File: src/rtl/writeback_unit.sv
// writeback_unit: captures the execute result a fixed latency after issue, buffers it
// in a small FIFO and drains it into the vector register file write port. A credit
// scheme (queued entries + tags still in flight) stalls issue so no result is lost.
module writeback_unit #(
    parameter int unsigned PE_COUNT       = 4,
    parameter int unsigned DATA_WIDTH     = 32,
    parameter int unsigned REG_ADDR_WIDTH = 4,
    parameter int unsigned EXEC_LATENCY   = 1,
    parameter int unsigned FIFO_DEPTH     = 4
) (
    input  logic                                  clk,
    input  logic                                  rstn,
    input  logic                                  issue_valid,
    input  logic [REG_ADDR_WIDTH-1:0]             issue_dst,
    input  logic                                  issue_src_dot,
    input  logic [PE_COUNT-1:0]                   issue_mask,
    input  logic signed [PE_COUNT*DATA_WIDTH-1:0] elem_out,
    input  logic signed [PE_COUNT*DATA_WIDTH-1:0] dot_out,
    output logic                                  stall,
    output logic                                  rf_valid,
    input  logic                                  rf_ready,
    output logic [REG_ADDR_WIDTH-1:0]             rf_addr,
    output logic [PE_COUNT-1:0]                   rf_wmask,
    output logic [PE_COUNT*DATA_WIDTH-1:0]        rf_wdata,
    output logic                                  overflow
);

    localparam int unsigned VEC_W = PE_COUNT * DATA_WIDTH;
    localparam int unsigned PTR_W = $clog2(FIFO_DEPTH);
    localparam int unsigned CNT_W = PTR_W + 1;
    localparam int unsigned INF_W = $clog2(EXEC_LATENCY + 1);
    localparam int unsigned SUM_W = ((CNT_W > INF_W) ? CNT_W : INF_W) + 1;

    typedef struct packed {
        logic                      vld;
        logic [REG_ADDR_WIDTH-1:0] dst;
        logic                      dot;
        logic [PE_COUNT-1:0]       mask;
    } tag_t;

    typedef struct packed {
        logic [REG_ADDR_WIDTH-1:0] dst;
        logic [PE_COUNT-1:0]       mask;
        logic [VEC_W-1:0]          data;
    } entry_t;

    tag_t             tag_q [EXEC_LATENCY];
    tag_t             tag_d [EXEC_LATENCY];
    entry_t           mem_q [FIFO_DEPTH];
    logic [CNT_W-1:0] wr_ptr_q, wr_ptr_d;
    logic [CNT_W-1:0] rd_ptr_q, rd_ptr_d;
    logic             overflow_q, overflow_d;

    logic [CNT_W-1:0] count_c;
    logic [INF_W-1:0] inflight_c;
    logic             full_c;
    logic             accept_c;
    logic             pop_c;
    logic             push_req_c;
    logic             push_c;
    tag_t             cap_c;
    entry_t           push_ent_c;
    entry_t           head_c;

    // Number of valid tags still travelling through the execute pipe.
    always_comb begin
        inflight_c = '0;
        for (int i = 0; i < int'(EXEC_LATENCY); i++) begin
            inflight_c = inflight_c + INF_W'(tag_q[i].vld);
        end
    end

    // Occupancy and credit stall, from registered state only.
    always_comb begin
        count_c = wr_ptr_q - rd_ptr_q;
        full_c  = (count_c == CNT_W'(FIFO_DEPTH));
        stall   = (SUM_W'(count_c) + SUM_W'(inflight_c)) >= SUM_W'(FIFO_DEPTH);
    end

    // FIFO head drives the register file port; zeroed while empty.
    always_comb begin
        head_c   = mem_q[rd_ptr_q[PTR_W-1:0]];
        rf_valid = (count_c != '0);
        rf_addr  = rf_valid ? head_c.dst  : '0;
        rf_wmask = rf_valid ? head_c.mask : '0;
        rf_wdata = rf_valid ? head_c.data : '0;
        overflow = overflow_q;
    end

    // Next state: tag pipe shift, capture/push, pop and sticky overflow.
    always_comb begin
        cap_c       = tag_q[EXEC_LATENCY-1];
        accept_c    = issue_valid & ~stall;
        pop_c       = rf_valid & rf_ready;
        push_req_c  = cap_c.vld & (|cap_c.mask);
        push_c      = push_req_c & (~full_c | pop_c);

        push_ent_c.dst  = cap_c.dst;
        push_ent_c.mask = cap_c.mask;
        push_ent_c.data = cap_c.dot ? VEC_W'(dot_out) : VEC_W'(elem_out);

        wr_ptr_d   = wr_ptr_q + CNT_W'(push_c);
        rd_ptr_d   = rd_ptr_q + CNT_W'(pop_c);
        overflow_d = overflow_q | (issue_valid & stall) | (push_req_c & ~push_c);

        tag_d[0].vld  = accept_c;
        tag_d[0].dst  = issue_dst;
        tag_d[0].dot  = issue_src_dot;
        tag_d[0].mask = issue_mask;
        for (int i = 1; i < int'(EXEC_LATENCY); i++) begin
            tag_d[i] = tag_q[i-1];
        end
    end

    // Control state with synchronous active-low reset.
    always_ff @(posedge clk) begin
        if (!rstn) begin
            for (int i = 0; i < int'(EXEC_LATENCY); i++) begin
                tag_q[i] <= '0;
            end
            wr_ptr_q   <= '0;
            rd_ptr_q   <= '0;
            overflow_q <= 1'b0;
        end else begin
            for (int i = 0; i < int'(EXEC_LATENCY); i++) begin
                tag_q[i] <= tag_d[i];
            end
            wr_ptr_q   <= wr_ptr_d;
            rd_ptr_q   <= rd_ptr_d;
            overflow_q <= overflow_d;
        end
    end

    // FIFO storage; contents are only meaningful between the pointers.
    always_ff @(posedge clk) begin
        if (rstn && push_c) begin
            mem_q[wr_ptr_q[PTR_W-1:0]] <= push_ent_c;
        end
    end

endmodule
File: config.mk
export PLATFORM = sky130hd
export DESIGN_NAME = writeback_unit
export DESIGN_NICKNAME = d
export VERILOG_FILES = /design/src/rtl/writeback_unit.sv
export SDC_FILE = /design/constraint.sdc
export NUM_CORES = 1
export LEC_CHECK = 0
export CAP_MARGIN = 10
export CORE_MARGIN = 2
export CORE_UTILIZATION = 53
export DETAILED_ROUTE_END_ITERATION = 16
export PLACE_DENSITY = 0.8
export SETUP_SLACK_MARGIN = 0.3
export SLEW_MARGIN = 25
export SYNTH_ARGS = -nofsm -noshare
export SYNTH_HDL_FRONTEND = slang
export SYNTH_SLANG_ARGS = --single-unit
File: constraint.sdc
create_clock -name clk -period 19.41 [get_ports clk]
set_clock_uncertainty 0.1 [all_clocks]
set_input_delay 3.882 -clock clk [delete_from_list [all_inputs] [get_ports clk]]
set_output_delay 3.882 -clock clk [all_outputs]
set_load 0.02 [all_outputs]
==> results of run 1 <==
-- critical path, delay by kind of cell, from the launching register on --
family	cells	cell delay, ns
adder cells (fa/ha/maj)	2	0.49
flip-flops	1	0.92
AND/OR/NAND/NOR	2	0.85
XOR/XNOR	1	0.33
buffers and inverters	3	1.72
-- cell usage after synthesis --
cell      count
a21bo_2       1
a21o_1        1
a31oi_1       2
and2_1       13
and3b_1       1
buf_2        30
buf_4        12
buf_6         6
clkbuf_1     12
dfxtp_1      17
edfxtp_1    544
fa_1          1
ha_1          5
inv_1         5
mux2_2      128
mux4_2      136
nand2_1       3
nand3_1       1
nor2_1        4
nor2_2        1
nor2b_1     137
nor4_1        4
o41a_1        1
xnor2_1       2
xor3_2        1
-- sequential cells by signal, summed over array words and instances, names as in the netlist --
signal and count:
mem_q 544, overflow 1, rd_ptr_q 3, tag_q 10, wr_ptr_q 3
-- how the worst max path moves through the flow --
stage | slack (ns) | to | from | cells past startpoint
after floorplan | 1.25 | mem_q[0][0]$_DFFE_PP_ | rf_ready | 3
after global placement | 11.08 | rf_wdata[92] | rd_ptr_q[0]$_SDFF_PN0_ | 8
after detailed placement | 10.97 | rf_wdata[48] | rd_ptr_q[0]$_SDFF_PN0_ | 8
after CTS | 10.30 | rf_wdata[21] | rd_ptr_q[0]$_SDFF_PN0_ | 8
after global routing | 9.98 | rf_wdata[60] | rd_ptr_q[0]$_SDFF_PN0_ | 8
final | 10.43 | rf_wdata[48] | rd_ptr_q[0]$_SDFF_PN0_ | 8
-- cell usage in the layout (no fill, tap or decap), types with 2 or more instances in the layout --
cell type	n
edfxtp_1	544
clkdlybuf4s50_1	407
nor2b_1	137
mux4_2	136
mux2_2	128
clkbuf_16	54
clkbuf_1	14
dfxtp_1	14
buf_4	14
and2_1	13
clkinv_1	13
clkinv_2	7
inv_1	5
ha_1	5
nor4_2	4
nor2_1	4
nand2_1	3
bufinv_16	3
clkinvlp_4	3
buf_6	3
dfxtp_4	3
xnor2_1	2
a31oi_1	2
inv_6	2
clkinv_4	2
-- cell families after synthesis --
| logic type | after synthesis | synth area share |
|---|---|---|
| multiplexers | 264 | 0.1982 |
| AND/OR/NAND/NOR | 164 | 0.04443 |
| AO/OA/AOI/OAI | 5 | 0.001817 |
| buffers and inverters | 65 | 0.01635 |
| adder cells (fa/ha/maj) | 6 | 0.003633 |
| flip-flops | 561 | 0.7337 |
| XOR/XNOR | 3 | 0.001872 |
-- routing by layer --
metal,global-route usage,share of wire,vias to the layer above
li1,-,-,5157
met1,0.2624,0.38,5866
met2,0.3744,0.52,456
met3,0.04802,0.071,89
met4,0.06459,0.026,0
met5,0,0,-
-- where the power goes --
| part | leakage (nW) | internal (mW) | switching, mW |
|---|---|---|---|
| Sequential | 5.05 | 1.37 | 0.0360 |
| Combinational | 3.33 | 0.783 | 0.840 |
| Clock | 0.797 | 0.552 | 0.426 |
-- cell type report --
| class | instances | area share |
|---|---|---|
| Multi-Input combinational cell | 442 | 0.1969 |
| Clock buffer | 68 | 0.04840 |
| Inverter | 5 | 0.0006471 |
| Clock inverter | 31 | 0.008542 |
| Tap cell | 539 | 0.02325 |
| Timing Repair Buffer | 426 | 0.1469 |
| Sequential cell | 561 | 0.5754 |
-- stage by stage --
step | total power, mW | worst slack [ns] | utilization
floorplan | 2.394 | 1.252 | -
global placement | 3.048 | 11.08 | 0.6478
detailed placement | 3.060 | 10.97 | 0.6478
CTS | 4.053 | 10.30 | 0.6870
global route | 4.178 | 9.980 | 0.6883
finish | 4.006 | 10.43 | 0.6883
==> run metrics, run 1 <==
status completed; Synth Cell Area 22730 µm²; Placeable Area 42130 µm²; final hold vios 0; Synth-to-Final Area Change 27.61%; Crit Path Max Fanout 68; CTS clk-pin slew, worst paths 0.06 ns; worst hold path class reg -> reg; max cap viols 0; Post-DP Area 27300 µm²; #FFs+latches synth 561; gr ovfl total 0; PwrDens 138.1 nW/µm²; fin crit period 8.979 ns; Fillers 2627; drc violations 0; Setup crit end kind output pin; FF-to-FF path depth 7; Clock Sinks 561; DRT Wirelength 46930 µm; die height 211.1 µm; non-filler cells, final 2072; slowest CP cell dfxtp_4; Worst EP arrival 5.00 ns; Worst-Skew Late Latency 0.61 ns; Placed Cells incl. Taps 1971; max-slew violations 0; CTS buffer count 54; Yosys top cell area share 0.7187; TritonCTS clock tree yes; drt first-iter violations 955; WHS Path Cells 0; reg2reg start rd_ptr_q[0]$_SDFF_PN0_; Syn Inst Count 1068; Reg2Reg Setup Slack 14.79 ns; post-CTS sizing 0; die footprint 44550 µm²; count of different cell masters after synthesis 25; reg2reg end mem_q[1][123]$_DFFE_PP_; largest net degree at the start of global routing 74; Final TNS setup 0 ns; warnings from Yosys 0; Detailed Routing Iterations Pass 1 5; vias in the first global route 12499; setup bufs post-CTS 0; Yosys top cell by area edfxtp_1; CP required 15.43 ns; Fmax 0.1114 GHz; actual slew at the worst max-slew pin 1.027 ns; first-pass GRT wire length 70400 µm; via count of the routed design 11568; final setup fails 0; Register Area 16690 µm²; Crit Path Class reg -> out; Via density 5.583; CTS Hold Bufs 0; hold path startpoint tag_q[0][6]$_SDFF_PN0_; DPL Wire Length 28290 µm; crit-path max cell delay 0.92 ns; RSZ-0062 raised after global routing false; Area contributors post-synth edfxtp_1, mux4_2, mux2_2, nor2b_1, dfxtp_1; wire per inst 22.65 µm; worst hold margin 0.3762 ns; CP cell instances ha_1, fa_1, xor3_2, nor2_4, buf_4, buf_4, nor2b_1, clkdlybuf4s50_1; Final #Nets 1765; Non-Filler Cell Area, Final 29000 µm²; Initial Util 0.5394; Hold Path End mem_q[0][133]$_DFFE_PP_; GRT Total Usage 0.2122; gpl congestion 0.7497; fraction of layout cells with a size suffix above 1 0.2381; Worst slew margin 0.3156; H-tree levels 2; Tcrit/Tclk final 0.4626; syn nets 1343; n_diodes 0; root buffer cell clkbuf_16; Seq/Total Area, Yosys 0.7337; port bufs 407; CP dominant cell by count buf_4; Worst setup SP type register; Die W 211.1 µm; standard-cell rows 75; Peak VDD IR 0.00009351 V; ANT nets after route 0; Top Ports 408; Max Buffers Root-to-Sink 3; Syn Area/Cell 21.28 µm²; initial antenna violation count 1; Pleak 9.174 nW; footprint of the multi-input gates 5710 µm²
Note: power is estimated with default switching activity, not from simulation.
==> inputs of run 2 (changes only) <==
clock period = 8.5 ns   (was 19.41 ns; I/O delays follow)
==> run 2 against run 1 <==
Global-route usage decreased by 0.24 points. Non-clock buffer count increased by 1. Wire length decreased by 1.2%. Via count increased by 0.39%. Design area increased by 0.60%. Final cell count about the same. Clock power increased by 150%. First-iteration DRC count decreased by 11%. Flip-flop and latch count unchanged. Critical path depth unchanged. Sequential power increased by 130%.
==> run metrics, run 2 (synthesis results as in run 1) <==
actual slew at the worst max-slew pin 1.006 ns (-0.02058 ns); drc violations 0 (unchanged); Initial Util 0.5394 (unchanged); post-layout total power 9.370 mW (+130%); pre-CTS setup slack 2.825 ns (-8.143 ns); CTS clk-pin slew, worst paths 0.07 ns (about the same); die height 211.1 µm (unchanged); fraction of layout cells with a size suffix above 1 0.2444 (+0.006349); status completed; CP cell instances inv_1, ha_1, fa_1, xor3_2, nor2_4, buf_4, nor2b_1, clkdlybuf4s50_1; Tcrit/Tclk final 0.7368; RSZ-0062 raised after global routing false; Setup crit end kind output pin; root buffer cell clkbuf_16; Crit Path Class reg -> out; Fmax 0.1597 GHz; Top Ports 408 (unchanged); largest net degree at the start of global routing 66 (-11%); wire per inst 22.41 µm (-1.1%); drt first-iter violations 851 (-11%); Crit Path Max Fanout 59 (-13%); Max Buffers Root-to-Sink 3 (unchanged); post-CTS sizing 0 (unchanged); final setup margin 2.237 ns (-8.194 ns); port bufs 407 (unchanged); CTS Hold Bufs 0 (unchanged); standard-cell rows 75 (unchanged); gpl congestion 0.7218 (-3.7%); via count of the routed design 11613 (+0.39%); Via density 5.610 (+0.49%); crit-path max cell delay 0.78 ns (-0.14 ns); Reg2Reg Setup Slack 4.47 ns (-10.32 ns); Final #Nets 1766 (+0.057%); commonest cells after routing, fill and taps aside edfxtp_1, clkdlybuf4s50_1, nor2b_1; final setup fails 0 (unchanged); worst hold path class reg -> reg; die footprint 44550 µm² (unchanged); DPL Wire Length 28740 µm (+1.6%); initial antenna violation count 1 (unchanged); most common cell after layout, fill and taps aside edfxtp_1; max FFs per register 544 (unchanged); Pleak 9.275 nW (+1.1%); Worst-Skew Late Latency 0.58 ns (-0.03 ns); final hold vios 0 (unchanged); Detailed Routing Iterations Pass 1 5 (unchanged); Worst setup SP type register; gr ovfl total 0 (unchanged); max-slew violations 0 (unchanged); setup bufs post-CTS 0 (unchanged); family with the most delay on the worst path buffers and inverters; CTS buffer count 54 (unchanged); Util after Layout 0.6925 (+0.004158); CP required 6.70 ns (-8.73 ns); GRT Total Usage 0.2098 (-0.002350); fin crit period 6.263 ns; Peak VDD IR 0.0002425 V (+160%); Placeable Area 42130 µm² (unchanged); Fillers 2614 (-0.49%); DRT Wirelength 46390 µm (-1.2%); Synth-to-Final Area Change 28.38%; Die W 211.1 µm (unchanged); H-tree levels 2 (unchanged); critical path buffer and inverter count 3 (unchanged); max cap viols 0 (unchanged); Clock Sinks 561 (unchanged); PwrDens 321.1 nW/µm² (+130%); ANT nets after route 0 (unchanged); first-pass GRT wire length 70070 µm (-0.47%); Worst EP arrival 4.46 ns (-0.54 ns); TritonCTS clock tree yes; slowest CP cell nor2_4; vias in the first global route 12336 (-1.3%); Worst slew margin 0.3294 (+0.01372)
run 2: cell count changes in the layout (fill, tap and decap cells not counted), moves of 3 or more:
cell | before | now
clkinv_1 | 13 | 9
clkbuf_1 | 14 | 6
nor4_2 | 4 | 0
clkinv_2 | 7 | 11
buf_6 | 3 | 0
nor4_4 | 0 | 4
buf_4 | 14 | 19
bufinv_16 | 3 | 9
run 2: layout make-up:
cell class / count / area (µm²) / area share
Inverter: 5 / 18.77 / 0.0006432
Antenna cell: 1 / 2.502 / 0.00008576
Tap cell: 539 / 674.4 / 0.02311
Clock buffer: 62 / 1413 / 0.04841
Clock inverter: 33 / 392.9 / 0.01346
Sequential cell: 561 / 16690 / 0.5719
Multi-Input combinational cell: 442 / 5746 / 0.1969
Timing Repair Buffer: 427 / 4244 / 0.1455
run 2: final timing paths:
path / startpoint / depth (start not counted) / end
worst max-delay path: wr_ptr_q[0]$_SDFF_PN0_ / 8 / rf_wdata[50]
worst min-delay path: tag_q[0][8]$_SDFF_PN0_ / 0 / mem_q[1][135]$_DFFE_PP_
worst max register to register: wr_ptr_q[0]$_SDFF_PN0_ / 10 / rd_ptr_q[1]$_SDFF_PN0_
worst min register to register: tag_q[0][8]$_SDFF_PN0_ / 0 / mem_q[1][135]$_DFFE_PP_
run 2: metal layers:
metal	vias to the layer above	track usage	wire, µm	share of wire
met5	-	0	0	0
met1	5985	0.2631	17840	0.38
met2	413	0.3705	24300	0.52
met3	61	0.04713	3406	0.073
li1	5154	-	-	-
met4	0	0.05585	840	0.018
run 2: through the flow:
step / setup TNS (ns) / instance area, µm² / hold slack (ns) / std cells
after global placement: 0 / 27340 / 0.3451 / 1973
after global routing: 0 / 29180 / 0.3889 / 2070
after detailed placement: 0 / 27370 / 0.3706 / 1974
after floorplan: -929.08 / 22750 / 0.3383 / 1068
after CTS: 0 / 29180 / 0.3810 / 2069
final: 0 / 29180 / 0.3768 / 2070
run 2: where the power goes:
group,internal [mW],leakage [nW],switching (mW),total (mW)
combinational,1.78,3.34,1.97,3.75
sequential,3.13,5.05,0.0645,3.19
clock,1.46,0.890,0.967,2.42
total,6.37,9.28,3.00,9.37
